===== src/rtl/execute_stage_fwd_if.sv =====
// Bundle of the execute stage's decode-side inputs, hazard controls and EX/MEM outputs.
// master: the decode/hazard side (drives E-side inputs, stall_i and flush_i).
// slave:  the execute stage (drives PCSrcE, PCTargetE, BusyE and the M-side register outputs).
// Parameters: XLEN datapath width, REG_AW register address width.
interface execute_stage_fwd_if #(
  parameter int unsigned XLEN   = 32,
  parameter int unsigned REG_AW = 5
);
  logic              stall_i;
  logic              flush_i;
  logic              ValidE;
  logic              RegWriteE;
  logic              MemWriteE;
  logic              BranchE;
  logic              JumpE;
  logic              JalrE;
  logic              ALUSrcE;
  logic [1:0]        ResultSrcE;
  logic [2:0]        BranchOpE;
  logic [3:0]        ALUControlE;
  logic [XLEN-1:0]   RD1_E;
  logic [XLEN-1:0]   RD2_E;
  logic [XLEN-1:0]   ImmExtE;
  logic [XLEN-1:0]   PCE;
  logic [XLEN-1:0]   PCPlus4E;
  logic [REG_AW-1:0] RD_E;
  logic [1:0]        ForwardAE;
  logic [1:0]        ForwardBE;
  logic [XLEN-1:0]   ResultW;

  logic              PCSrcE;
  logic [XLEN-1:0]   PCTargetE;
  logic              BusyE;
  logic              ValidM;
  logic              RegWriteM;
  logic              MemWriteM;
  logic [1:0]        ResultSrcM;
  logic [REG_AW-1:0] RD_M;
  logic [XLEN-1:0]   PCPlus4M;
  logic [XLEN-1:0]   WriteDataM;
  logic [XLEN-1:0]   ALU_ResultM;

  modport master (
    output stall_i, flush_i, ValidE, RegWriteE, MemWriteE, BranchE, JumpE, JalrE, ALUSrcE,
           ResultSrcE, BranchOpE, ALUControlE, RD1_E, RD2_E, ImmExtE, PCE, PCPlus4E, RD_E,
           ForwardAE, ForwardBE, ResultW,
    input  PCSrcE, PCTargetE, BusyE, ValidM, RegWriteM, MemWriteM, ResultSrcM, RD_M,
           PCPlus4M, WriteDataM, ALU_ResultM
  );

  modport slave (
    input  stall_i, flush_i, ValidE, RegWriteE, MemWriteE, BranchE, JumpE, JalrE, ALUSrcE,
           ResultSrcE, BranchOpE, ALUControlE, RD1_E, RD2_E, ImmExtE, PCE, PCPlus4E, RD_E,
           ForwardAE, ForwardBE, ResultW,
    output PCSrcE, PCTargetE, BusyE, ValidM, RegWriteM, MemWriteM, ResultSrcM, RD_M,
           PCPlus4M, WriteDataM, ALU_ResultM
  );
endinterface


===== src/rtl/execute_stage_fwd.sv =====
// RV32I-style execute stage with operand forwarding, branch/jump resolution and an EX/MEM
// pipeline register with stall/flush/bubble control.
// Ports:
//   clk  - clock
//   rst  - asynchronous active-low reset
//   bus  - execute_stage_fwd_if.slave: decode controls/operands, forward selects, stall_i,
//          flush_i, ResultW in; PCSrcE/PCTargetE redirect, BusyE, registered M-side fields out.
// Optional feature: define EXEC_MUL_EN to add an iterative 1-bit-per-cycle multiplier
// (ALUControlE = 11) that holds BusyE high for XLEN cycles. Without it, op 11 yields 0.
module execute_stage_fwd #(
  parameter int unsigned XLEN   = 32,
  parameter int unsigned REG_AW = 5
) (
  input logic                 clk,
  input logic                 rst,
  execute_stage_fwd_if.slave  bus
);
  localparam int unsigned ShW = $clog2(XLEN);

  logic [XLEN-1:0]   src_a, fwd_b, src_b;
  logic [XLEN-1:0]   alu_res, ex_res, jalr_sum;
  logic [ShW-1:0]    shamt;
  logic              taken;
  logic              busy;

  logic              valid_q, regwrite_q, memwrite_q;
  logic [1:0]        resultsrc_q;
  logic [REG_AW-1:0] rd_q;
  logic [XLEN-1:0]   pcplus4_q, wdata_q, alu_result_q;

  // Operand forwarding; ALU_ResultM forwarding taps the local register.
  always_comb begin
    case (bus.ForwardAE)
      2'b01:   src_a = bus.ResultW;
      2'b10:   src_a = alu_result_q;
      default: src_a = bus.RD1_E;
    endcase
    case (bus.ForwardBE)
      2'b01:   fwd_b = bus.ResultW;
      2'b10:   fwd_b = alu_result_q;
      default: fwd_b = bus.RD2_E;
    endcase
    src_b = bus.ALUSrcE ? bus.ImmExtE : fwd_b;
  end

  assign shamt = src_b[ShW-1:0];

  always_comb begin
    alu_res = '0;
    case (bus.ALUControlE)
      4'd0:    alu_res = src_a + src_b;
      4'd1:    alu_res = src_a - src_b;
      4'd2:    alu_res = src_a & src_b;
      4'd3:    alu_res = src_a | src_b;
      4'd4:    alu_res = src_a ^ src_b;
      4'd5:    alu_res = {{(XLEN-1){1'b0}}, ($signed(src_a) < $signed(src_b))};
      4'd6:    alu_res = {{(XLEN-1){1'b0}}, (src_a < src_b)};
      4'd7:    alu_res = src_a << shamt;
      4'd8:    alu_res = src_a >> shamt;
      4'd9:    alu_res = $signed(src_a) >>> shamt;
      4'd10:   alu_res = src_b;
      default: alu_res = '0;  // MUL is handled separately; 12-15 are reserved
    endcase
  end

  // Branch compare always uses the register operand, never the immediate.
  always_comb begin
    case (bus.BranchOpE)
      3'b000:  taken = (src_a == fwd_b);
      3'b001:  taken = (src_a != fwd_b);
      3'b100:  taken = ($signed(src_a) < $signed(fwd_b));
      3'b101:  taken = ($signed(src_a) >= $signed(fwd_b));
      3'b110:  taken = (src_a < fwd_b);
      3'b111:  taken = (src_a >= fwd_b);
      default: taken = 1'b0;
    endcase
  end

  assign jalr_sum      = src_a + bus.ImmExtE;
  assign bus.PCSrcE    = bus.ValidE & ~bus.flush_i & (bus.JumpE | (bus.BranchE & taken));
  assign bus.PCTargetE = bus.JalrE ? (jalr_sum & {{(XLEN-1){1'b1}}, 1'b0})
                                   : (bus.PCE + bus.ImmExtE);

`ifdef EXEC_MUL_EN
  typedef enum logic [1:0] {StIdle, StBusy, StDone} mul_st_e;

  mul_st_e         st_q, st_d;
  logic [XLEN-1:0] mul_a_q, mul_a_d, mul_b_q, mul_b_d, mul_acc_q, mul_acc_d;
  logic [ShW-1:0]  mul_cnt_q, mul_cnt_d;
  logic            mul_issue;

  assign mul_issue = bus.ValidE & (bus.ALUControlE == 4'd11) & ~bus.flush_i;

  // The first shift-add step is folded into the issue edge so that BusyE spans exactly XLEN
  // cycles including the issue cycle; the counter then wraps back to 0 entering StDone.
  always_comb begin
    st_d      = st_q;
    mul_a_d   = mul_a_q;
    mul_b_d   = mul_b_q;
    mul_acc_d = mul_acc_q;
    mul_cnt_d = mul_cnt_q;
    busy      = 1'b0;
    unique case (st_q)
      StIdle: begin
        if (mul_issue) begin
          busy      = 1'b1;
          st_d      = StBusy;
          mul_acc_d = src_b[0] ? src_a : '0;
          mul_a_d   = src_a << 1;
          mul_b_d   = src_b >> 1;
          mul_cnt_d = ShW'(1);
        end
      end
      StBusy: begin
        busy      = 1'b1;
        mul_acc_d = mul_acc_q + (mul_b_q[0] ? mul_a_q : '0);
        mul_a_d   = mul_a_q << 1;
        mul_b_d   = mul_b_q >> 1;
        mul_cnt_d = mul_cnt_q + ShW'(1);
        if (mul_cnt_q == ShW'(XLEN - 1)) begin
          st_d = StDone;
        end
      end
      StDone: begin
        if (!bus.stall_i) begin
          st_d = StIdle;
        end
      end
      default: st_d = StIdle;
    endcase
    if (bus.flush_i) begin
      st_d = StIdle;
    end
  end

  always_ff @(posedge clk or negedge rst) begin
    if (!rst) begin
      st_q      <= StIdle;
      mul_a_q   <= '0;
      mul_b_q   <= '0;
      mul_acc_q <= '0;
      mul_cnt_q <= '0;
    end else begin
      st_q      <= st_d;
      mul_a_q   <= mul_a_d;
      mul_b_q   <= mul_b_d;
      mul_acc_q <= mul_acc_d;
      mul_cnt_q <= mul_cnt_d;
    end
  end

  assign ex_res = (bus.ALUControlE == 4'd11) ? mul_acc_q : alu_res;
`else
  assign busy   = 1'b0;
  assign ex_res = alu_res;
`endif

  assign bus.BusyE = busy;

  // EX/MEM register: flush beats stall; a busy multiplier inserts bubbles.
  always_ff @(posedge clk or negedge rst) begin
    if (!rst) begin
      valid_q      <= 1'b0;
      regwrite_q   <= 1'b0;
      memwrite_q   <= 1'b0;
      resultsrc_q  <= '0;
      rd_q         <= '0;
      pcplus4_q    <= '0;
      wdata_q      <= '0;
      alu_result_q <= '0;
    end else if (bus.flush_i || (!bus.stall_i && busy)) begin
      valid_q    <= 1'b0;
      regwrite_q <= 1'b0;
      memwrite_q <= 1'b0;
    end else if (!bus.stall_i) begin
      valid_q      <= bus.ValidE;
      regwrite_q   <= bus.ValidE & bus.RegWriteE;
      memwrite_q   <= bus.ValidE & bus.MemWriteE;
      resultsrc_q  <= bus.ResultSrcE;
      rd_q         <= bus.RD_E;
      pcplus4_q    <= bus.PCPlus4E;
      wdata_q      <= fwd_b;
      alu_result_q <= ex_res;
    end
  end

  assign bus.ValidM      = valid_q;
  assign bus.RegWriteM   = regwrite_q;
  assign bus.MemWriteM   = memwrite_q;
  assign bus.ResultSrcM  = resultsrc_q;
  assign bus.RD_M        = rd_q;
  assign bus.PCPlus4M    = pcplus4_q;
  assign bus.WriteDataM  = wdata_q;
  assign bus.ALU_ResultM = alu_result_q;
endmodule

===== src/flat_wrapper.sv =====
// flat-port wrapper written by rule: the top's interface ports become plain ports
module execute_stage_fwd_flat 
#(
  parameter int unsigned XLEN   = 32,
  parameter int unsigned REG_AW = 5
)
  (clk, rst, bus_stall_i, bus_flush_i, bus_ValidE, bus_RegWriteE, bus_MemWriteE, bus_BranchE, bus_JumpE, bus_JalrE, bus_ALUSrcE, bus_ResultSrcE, bus_BranchOpE, bus_ALUControlE, bus_RD1_E, bus_RD2_E, bus_ImmExtE, bus_PCE, bus_PCPlus4E, bus_RD_E, bus_ForwardAE, bus_ForwardBE, bus_ResultW, bus_PCSrcE, bus_PCTargetE, bus_BusyE, bus_ValidM, bus_RegWriteM, bus_MemWriteM, bus_ResultSrcM, bus_RD_M, bus_PCPlus4M, bus_WriteDataM, bus_ALU_ResultM);
  execute_stage_fwd_if #(.XLEN(XLEN), .REG_AW(REG_AW)) bus_i ();
  input logic clk;
  input logic rst;
  input wire logic [$bits(bus_i.stall_i)-1:0] bus_stall_i;
  input wire logic [$bits(bus_i.flush_i)-1:0] bus_flush_i;
  input wire logic [$bits(bus_i.ValidE)-1:0] bus_ValidE;
  input wire logic [$bits(bus_i.RegWriteE)-1:0] bus_RegWriteE;
  input wire logic [$bits(bus_i.MemWriteE)-1:0] bus_MemWriteE;
  input wire logic [$bits(bus_i.BranchE)-1:0] bus_BranchE;
  input wire logic [$bits(bus_i.JumpE)-1:0] bus_JumpE;
  input wire logic [$bits(bus_i.JalrE)-1:0] bus_JalrE;
  input wire logic [$bits(bus_i.ALUSrcE)-1:0] bus_ALUSrcE;
  input wire logic [$bits(bus_i.ResultSrcE)-1:0] bus_ResultSrcE;
  input wire logic [$bits(bus_i.BranchOpE)-1:0] bus_BranchOpE;
  input wire logic [$bits(bus_i.ALUControlE)-1:0] bus_ALUControlE;
  input wire logic [$bits(bus_i.RD1_E)-1:0] bus_RD1_E;
  input wire logic [$bits(bus_i.RD2_E)-1:0] bus_RD2_E;
  input wire logic [$bits(bus_i.ImmExtE)-1:0] bus_ImmExtE;
  input wire logic [$bits(bus_i.PCE)-1:0] bus_PCE;
  input wire logic [$bits(bus_i.PCPlus4E)-1:0] bus_PCPlus4E;
  input wire logic [$bits(bus_i.RD_E)-1:0] bus_RD_E;
  input wire logic [$bits(bus_i.ForwardAE)-1:0] bus_ForwardAE;
  input wire logic [$bits(bus_i.ForwardBE)-1:0] bus_ForwardBE;
  input wire logic [$bits(bus_i.ResultW)-1:0] bus_ResultW;
  output wire logic [$bits(bus_i.PCSrcE)-1:0] bus_PCSrcE;
  output wire logic [$bits(bus_i.PCTargetE)-1:0] bus_PCTargetE;
  output wire logic [$bits(bus_i.BusyE)-1:0] bus_BusyE;
  output wire logic [$bits(bus_i.ValidM)-1:0] bus_ValidM;
  output wire logic [$bits(bus_i.RegWriteM)-1:0] bus_RegWriteM;
  output wire logic [$bits(bus_i.MemWriteM)-1:0] bus_MemWriteM;
  output wire logic [$bits(bus_i.ResultSrcM)-1:0] bus_ResultSrcM;
  output wire logic [$bits(bus_i.RD_M)-1:0] bus_RD_M;
  output wire logic [$bits(bus_i.PCPlus4M)-1:0] bus_PCPlus4M;
  output wire logic [$bits(bus_i.WriteDataM)-1:0] bus_WriteDataM;
  output wire logic [$bits(bus_i.ALU_ResultM)-1:0] bus_ALU_ResultM;
  assign bus_i.stall_i = bus_stall_i;
  assign bus_i.flush_i = bus_flush_i;
  assign bus_i.ValidE = bus_ValidE;
  assign bus_i.RegWriteE = bus_RegWriteE;
  assign bus_i.MemWriteE = bus_MemWriteE;
  assign bus_i.BranchE = bus_BranchE;
  assign bus_i.JumpE = bus_JumpE;
  assign bus_i.JalrE = bus_JalrE;
  assign bus_i.ALUSrcE = bus_ALUSrcE;
  assign bus_i.ResultSrcE = bus_ResultSrcE;
  assign bus_i.BranchOpE = bus_BranchOpE;
  assign bus_i.ALUControlE = bus_ALUControlE;
  assign bus_i.RD1_E = bus_RD1_E;
  assign bus_i.RD2_E = bus_RD2_E;
  assign bus_i.ImmExtE = bus_ImmExtE;
  assign bus_i.PCE = bus_PCE;
  assign bus_i.PCPlus4E = bus_PCPlus4E;
  assign bus_i.RD_E = bus_RD_E;
  assign bus_i.ForwardAE = bus_ForwardAE;
  assign bus_i.ForwardBE = bus_ForwardBE;
  assign bus_i.ResultW = bus_ResultW;
  assign bus_PCSrcE = bus_i.PCSrcE;
  assign bus_PCTargetE = bus_i.PCTargetE;
  assign bus_BusyE = bus_i.BusyE;
  assign bus_ValidM = bus_i.ValidM;
  assign bus_RegWriteM = bus_i.RegWriteM;
  assign bus_MemWriteM = bus_i.MemWriteM;
  assign bus_ResultSrcM = bus_i.ResultSrcM;
  assign bus_RD_M = bus_i.RD_M;
  assign bus_PCPlus4M = bus_i.PCPlus4M;
  assign bus_WriteDataM = bus_i.WriteDataM;
  assign bus_ALU_ResultM = bus_i.ALU_ResultM;
  execute_stage_fwd #(.XLEN(XLEN), .REG_AW(REG_AW)) u_core (.clk(clk), .rst(rst), .bus(bus_i));
endmodule

===== config.mk =====
export PLATFORM = sky130hd
export DESIGN_NAME = execute_stage_fwd_flat
export DESIGN_NICKNAME = d
export VERILOG_FILES = /design/src/rtl/execute_stage_fwd_if.sv /design/src/rtl/execute_stage_fwd.sv /design/src/flat_wrapper.sv
export SDC_FILE = /design/constraint.sdc
export NUM_CORES = 1
export LEC_CHECK = 0
export BUFFER_PORTS_ARGS = -buffer_cell sky130_fd_sc_hd__buf_2
export CAP_MARGIN = 40
export CORE_AREA = 3 3 275 277
export DETAILED_ROUTE_END_ITERATION = 7
export DIE_AREA = 0 0 278 280
export GPL_TIMING_DRIVEN = 0
export HOLD_SLACK_MARGIN = 0.15
export PLACE_DENSITY = 0.55
export SYNTH_ARGS = -nofsm -noshare
export SYNTH_HDL_FRONTEND = slang
export SYNTH_SLANG_ARGS = --single-unit

===== constraint.sdc =====
create_clock -name clk -period 5 [get_ports clk]
set_input_delay 0.75 -clock clk [delete_from_list [all_inputs] [get_ports clk]]
set_output_delay 0.75 -clock clk [all_outputs]
set_load 0.02 [all_outputs]

* Yosys cells after proc, flatten, opt, wreduce, memory -nomap -nowiden
Cells that the tools add are included.
** Word-level totals
- Flip-flop bits (word level) :: 106
- Input bits :: 221
- Output and inout port bits :: 140
- Word-level logic and storage cells :: 69
** Operators by class
- $add $sub $neg :: 4
- $lt $le $gt $ge :: 6
- Eq/ne operators :: 22
- Shift-type cells :: 3
- Mux-type cells :: 12
- Bitwise gates (word level) :: 11
- Reduce and logical (&&, ||, !) cells :: 3
** Operators by type and width (count)
- case mux 32 bit (11 select lines) :: 1
- less-than comparator 32 bit :: 4
- case mux 32 bit (2 select lines) :: 2
- adder 32 bit :: 3
- greater-or-equal comparator 32 bit :: 2
- two-way mux 32 bit :: 2
- bitwise AND 32 bit :: 1
- equality test 32 bit :: 1
- != test 32 bit :: 1
- bitwise OR 32 bit :: 1
- left shift 32 x 5 -> 32 bit :: 1
- right shift 32 x 5 -> 32 bit :: 1
- >>> shifter 32 x 5 -> 32 bit :: 1
- subtractor 32 bit :: 1
- bitwise XOR 32 bit :: 1
- equality test 4 x 3 -> 1 bit, second input constant :: 4
- equality test 3 bit, second input constant :: 4
- equality test 4 bit, second input constant :: 3
- equality test 4 x 2 -> 1 bit, second input constant :: 2
- two-way mux 1 bit :: 6
- case mux 1 bit (6 select lines) :: 1
- bitwise AND 1 bit :: 5
- equality test 2 x 1 -> 1 bit, second input constant :: 2
- equality test 2 bit, second input constant :: 2
- other kinds (8) :: 9

* Depth between registers and ports, before layout
- Depth in word-level cells :: 7
- Gate-level depth with buffers :: 23
- Gate-level depth less buffers :: 20

* Worst setup path after synthesis
OpenSTA, ideal clock, no wires.
- Kind :: input -> output
- Start point :: in bus_ForwardBE[0]
- End point :: out bus_PCSrcE
- Data arrival time :: 4.739 ns
- Path slack :: -0.489 ns
- Stages :: 18
- Buffers on the path :: 4
- Cells stage by stage :: inv_1 ha_1 buf_2 buf_1 buf_1 clkbuf_1 a21oi_1 ha_1 nand4_1 nor3_1 nand2_1 or3_1 or4_1 a21oi_1 o211ai_1 nor2_1 nand3_1 o21ai_0
** Between the ends
- Longest elaborated chain between the ends :: 7
- Elaborated cells on any way between the ends :: 13
- Classes of those cells :: order compare: 4; eq/ne: 4; mux: 2; bitwise: 3
** Ends and longest elaborated chain
- start, declared :: RTL line flat_wrapper.sv:30 : input wire logic [$bits(bus_i.ForwardBE)-1:0] bus_ForwardBE;
- equality test 2 bit / equality test 2 x 1 -> 1 bit (equally long branches) :: RTL line execute_stage_fwd.sv:38 : case (bus.ForwardBE)
- case mux 32 bit (2 select lines) (*) :: RTL line execute_stage_fwd.sv:38
- greater-or-equal comparator 32 bit, or another cell as far along :: RTL line execute_stage_fwd.sv:74 : 3'b111: taken = (src_a >= fwd_b);
- case mux 1 bit (6 select lines) (*) :: RTL line execute_stage_fwd.sv:68 : case (bus.BranchOpE)
- bitwise AND 1 bit (*) :: RTL line execute_stage_fwd.sv:80 : assign bus.PCSrcE = bus.ValidE & ~bus.flush_i & (bus.JumpE | (bus.BranchE & taken));
- bitwise OR 1 bit (*) :: RTL line execute_stage_fwd.sv:80
- bitwise AND 1 bit (*) :: RTL line execute_stage_fwd.sv:80
- end, declared :: RTL line flat_wrapper.sv:32 : output wire logic [$bits(bus_i.PCSrcE)-1:0] bus_PCSrcE;
Every way passes the cells marked *; elsewhere a longest branch is shown, timed or not.

* Worst setup path in the final report
- Start point :: in bus_ForwardAE[0]
- End point :: out bus_PCTargetE[30]
** Between the ends
- Longest elaborated chain between the ends :: 4
- Elaborated cells on any way between the ends :: 5
- Classes of those cells :: add/sub: 1; eq/ne: 2; mux: 2
** Ends and longest elaborated chain
- start, declared :: RTL line flat_wrapper.sv:29 : input wire logic [$bits(bus_i.ForwardAE)-1:0] bus_ForwardAE;
- equality test 2 bit / equality test 2 x 1 -> 1 bit (equally long branches) :: RTL line execute_stage_fwd.sv:33 : case (bus.ForwardAE)
- case mux 32 bit (2 select lines) (*) :: RTL line execute_stage_fwd.sv:33
- adder 32 bit (*) :: RTL line execute_stage_fwd.sv:79 : assign jalr_sum = src_a + bus.ImmExtE;
- two-way mux 32 bit (*) :: RTL line execute_stage_fwd.sv:81 : assign bus.PCTargetE = bus.JalrE ? (jalr_sum & {{(XLEN-1){1'b1}}, 1'b0})
- end, declared :: RTL line flat_wrapper.sv:33 : output wire logic [$bits(bus_i.PCTargetE)-1:0] bus_PCTargetE;
Marks and branches as above.

==> results.txt <==
----------------------------------------------------
[Synth]
  Synthesized flop and latch total ... 106
  Count of flip-flops with a built-in enable after synthesis ... 0
  Post-Synthesis Cells ... 2702
  Multiplexer share of the synthesized area ... 3.95%
  Fraction of synthesis flops using an asynchronous set or reset pin ... 100%
  Largest family of logic cells by synthesized area ... compound AO/OA/AOI/OAI gates
  Most instantiated flip-flop cell in the synthesis netlist ... sky130_fd_sc_hd__dfrtp_1
  Simple-Gate Fraction of Synth Area ... 21.5%
  Adder-cell area share of the yosys netlist ... 13.8%
  Synth cell types ... 90
  Syn_area_per_cell ... 6.75 um2
  Post-synthesis instance area ... 18200 um2
  Total of warnings raised by yosys ... 0
  Register area share after synthesis ... 14.5%
  Post-synthesis compound-gate area fraction ... 36.1%
  Net Count, Synth ... 3121
  Xor/xnor cell area share of the yosys netlist ... 3.60%

[Final layout]
  Share of layout cells above drive strength 1 ... 27.5%
  Final instance area ... 25200 um2
  Fin util ... 34.5%
  Number of filler instances in the final layout ... 7982
  Area of the multi-input gates ... 16000 um2
  Total Nets Final ... 3645
  Area growth, synth to finish ... 38.3%
  Seq. cell area ... 2650 um2

[Detailed routing]
  Total vias in the final route ... 25600
  Count of TritonRoute iterations in the first routing pass ... 7
  Residual antenna-violating net count after detailed routing ... 0
  Starting DRC count in detailed routing ... 3811
  Met3 WL ... 16.4 mm
  Top routing layer in use ... met4
  WL per Instance ... 32.6 um
  Met1 layer wirelength in the final routing ... 51.1 mm
  Via count normalized by instance count ... 6.11
  DRC violations left ... 0
  Detailed-route wire length ... 137 mm
  Routed wl met2 ... 55.8 mm

[Min path]
  Worst hold-check path type ... input pin to asynchronous set/reset pin

[Timing]
  Final setup skew ... 0.0134 ns
  Setup_tns ... -0.623 ns
  Transition time at the pin with the least slew margin ... 1.10 ns
  Normalized max-slew margin ... 26.8%
  Final clock period utilization by the worst path ... 103%
  Max Transition Viols Final ... 0
  Slack of the critical path ... -0.142 ns
  Minimum clock period after layout ... 5.14 ns
  Max Clk Rate ... 194 MHz
  Final-report hold violation count ... 0
  Setup-failing EPs final ... 9
  Setup repair after global routing missed its margin ... yes

[Pwr]
  Total power draw ... 6.73 mW
  Internal power consumption ... 2.99 mW
  Proportion of power drawn by the clock network ... 12.6%
  Max IR drop VDD ... 144 uV
  Proportion of total power due to net switching ... 55.5%
  Total power divided by cell area ... 267 nW/um2
  Switching power total ... 3.74 mW
  Share of total power in combinational logic ... 70.9%
  Sequential cell fraction of total power ... 16.5%
  Leak ... 11.1 nW

[Clock tree]
  Number of buffers created by CTS ... 9
  Clock Latency Late Sink ... 0.42 ns
  Maximum clock insertion buffer count ... 2
  CTS tree ... built
  Clk pin slew, worst setup/hold paths ... 0.08 ns
  Cell at the root of the clock tree ... sky130_fd_sc_hd__clkbuf_16
  H-tree level count ... 3
  Clock sink count ... 106

[Placement]
  Cell Area, Placed ... 21900 um2
  Total of buffers placed on input and output ports ... 355
  HPWL Detailed ... 110 mm
  RePlAce Congestion ... 1.07

[Floorplanning]
  Number of cell rows ... 99
  IO Pins ... 361
  Die X ... 278 um
  Height of the chip ... 280 um
  Initial core utilization ... 24.9%
  Area of the placeable core ... 73100 um2
  Area of the die ... 77800 um2

[Outcome]
  Result of the run ... complete, but fails checks
  Violations in the final reports ... negative setup slack

[Global route]
  Total routing usage reported by global routing ... 33.5%
  Via count of the first global-routing pass ... 24000
  Largest net degree at the start of global routing ... 73
  GRT overflow ... 0
  First-pass GRT wire length ... 187 mm
  Initial antenna violation count ... 5

[Worst setup path]
  Worst endpoint data arrival time ... 4.39 ns
  Critical path startpoint category ... input pin
  Required time of the worst setup path ... 4.25 ns
  Worst Path Max Fanout ... 6
  Category of the worst setup path capture point ... primary output
  Setup Crit Path Kind ... input pin to primary output
  Setup crit start ... bus_ForwardAE[0]
  Reg-to-reg critical path startpoint ... u_core.bus.ALU_ResultM[1]

[Job]
  Number of max-cap violations ... 0

----------------------------------------------------
[sequential cells by signal (all words and copies together), names as in the netlist]
name,count
u_core.bus.PCPlus4M,32
u_core.bus.RegWriteM,1
u_core.bus.WriteDataM,32
u_core.bus.ALU_ResultM,32
u_core.bus.ValidM,1
u_core.bus.MemWriteM,1
u_core.bus.ResultSrcM,2
u_core.bus.RD_M,5
[layout make-up]
| class | instances | share of cell area, % |
|---|---|---|
| clock inverter | 6 | 0.283 |
| antenna | 4 | 0.0397 |
| inverter | 118 | 1.83 |
| multi-input combinational | 2298 | 63.6 |
| tap | 959 | 4.76 |
| sequential | 106 | 10.5 |
| buffer | 163 | 4.34 |
| timing repair buffer | 530 | 13.7 |
| clock buffer | 10 | 0.948 |
[cells in the final DEF (no fill, tap or decap), types with 51 or more instances in the layout]
| cell | instances |
|---|---|
| sky130_fd_sc_hd__a21o_1 | 51 |
| sky130_fd_sc_hd__o21ai_0 | 214 |
| sky130_fd_sc_hd__a21oi_1 | 233 |
| sky130_fd_sc_hd__buf_2 | 370 |
| sky130_fd_sc_hd__ha_1 | 167 |
| sky130_fd_sc_hd__clkbuf_1 | 78 |
| sky130_fd_sc_hd__mux2i_1 | 63 |
| sky130_fd_sc_hd__dfrtp_1 | 106 |
| sky130_fd_sc_hd__nor2_1 | 269 |
| sky130_fd_sc_hd__a22oi_1 | 61 |
| sky130_fd_sc_hd__buf_4 | 130 |
| sky130_fd_sc_hd__nand2_1 | 427 |
| sky130_fd_sc_hd__inv_1 | 106 |
[power by group through the flow]
stage,logic (mW),clock network (mW),registers [mW]
6_report,4.77,0.846,1.11
5_1_grt,4.95,0.874,1.11
4_1_cts,4.37,0.840,1.10
3_5_place_dp,3.97,0,1.11
3_3_place_gp,3.93,0,1.11
2_1_floorplan,2.20,0,1.17
[critical path: stages]
cell and delay, ns:
sky130_fd_sc_hd__buf_8 0.09, sky130_fd_sc_hd__inv_4 0.03, sky130_fd_sc_hd__ha_4 0.16, sky130_fd_sc_hd__buf_12 0.14, sky130_fd_sc_hd__buf_12 0.13, sky130_fd_sc_hd__a22oi_2 0.43, sky130_fd_sc_hd__o21ai_4 0.21, sky130_fd_sc_hd__ha_4 0.31
sky130_fd_sc_hd__a2111oi_1 0.36, sky130_fd_sc_hd__o21ai_1 0.20, sky130_fd_sc_hd__a21boi_2 0.23, sky130_fd_sc_hd__nor3_2 0.08, sky130_fd_sc_hd__o21a_1 0.22, sky130_fd_sc_hd__nor3_2 0.17, sky130_fd_sc_hd__o31ai_2 0.11, sky130_fd_sc_hd__o31ai_1 0.26
sky130_fd_sc_hd__xor2_1 0.21, sky130_fd_sc_hd__a21oi_2 0.09, sky130_fd_sc_hd__buf_4 0.20
[per-layer routing]
layer  track usage, %  vias to the layer above
met2             49.5                     2008
li1                 -                    10900
met1             40.0                    12200
met3             11.2                      564
met5                0                        -
met4             25.9                        0
[through the flow]
| stage | hold WS (ns) | setup slack, ns | cells |
|---|---|---|---|
| floorplan | 0.454 | 0.00345 | 2702 |
| global placement | 0.455 | -2.66 | 4016 |
| detailed placement | 0.459 | -2.53 | 4075 |
| CTS | 0.248 | -0.123 | 4165 |
| global route | 0.251 | -0.230 | 4193 |
| finish | 0.226 | -0.142 | 4194 |
[cell usage after synthesis, types with 37 or more instances]
cell type | number | area (um2)
sky130_fd_sc_hd__o21ai_0 | 253 | 1270
sky130_fd_sc_hd__nor2_1 | 283 | 1060
sky130_fd_sc_hd__a22oi_1 | 80 | 601
sky130_fd_sc_hd__inv_1 | 115 | 432
sky130_fd_sc_hd__clkbuf_1 | 109 | 409
sky130_fd_sc_hd__mux2i_1 | 63 | 631
sky130_fd_sc_hd__dfrtp_1 | 106 | 2650
sky130_fd_sc_hd__nor3_1 | 52 | 260
sky130_fd_sc_hd__a211oi_1 | 49 | 368
sky130_fd_sc_hd__ha_1 | 194 | 2430
sky130_fd_sc_hd__nand2_1 | 430 | 1610
sky130_fd_sc_hd__a21oi_1 | 288 | 1440
sky130_fd_sc_hd__buf_2 | 37 | 185
sky130_fd_sc_hd__a21o_1 | 51 | 383
sky130_fd_sc_hd__xnor2_1 | 49 | 429
[worst paths after layout]
check | to | slack (ns) | depth (start not counted)
min in group clk | u_core.bus.PCPlus4M[19] | 0.48 | 2
max in group asynchronous | u_core.bus.ALU_ResultM[11] | 3.95 | 2
min reg2reg | u_core.bus.PCPlus4M[19] | 0.48 | 2
max | bus_PCTargetE[30] | -0.14 | 19
min | u_core.bus.PCPlus4M[19] | 0.23 | 1
max reg2reg | u_core.bus.ALU_ResultM[27] | 0.09 | 18
[cell families (layout without fill, tap and decap cells)]
family,after synthesis,after routing
mux,71,71
fa+ha+maj,198,198
compound gates,1033,1033
buf+inv,298,827
simple gates,920,920
other cells,1,5
xor+xnor,75,75
flops,106,106
[repair_timing]
action                                  in CTS  in global routing
buffers inserted                            83                 30
hold buffers                                 0                  0
endpoints found under the setup margin      58                 34
cloned                                       2                  3
pin swaps                                   69                 69
gates resized for setup                    341                159
Power figures use the tool's default switching activity.
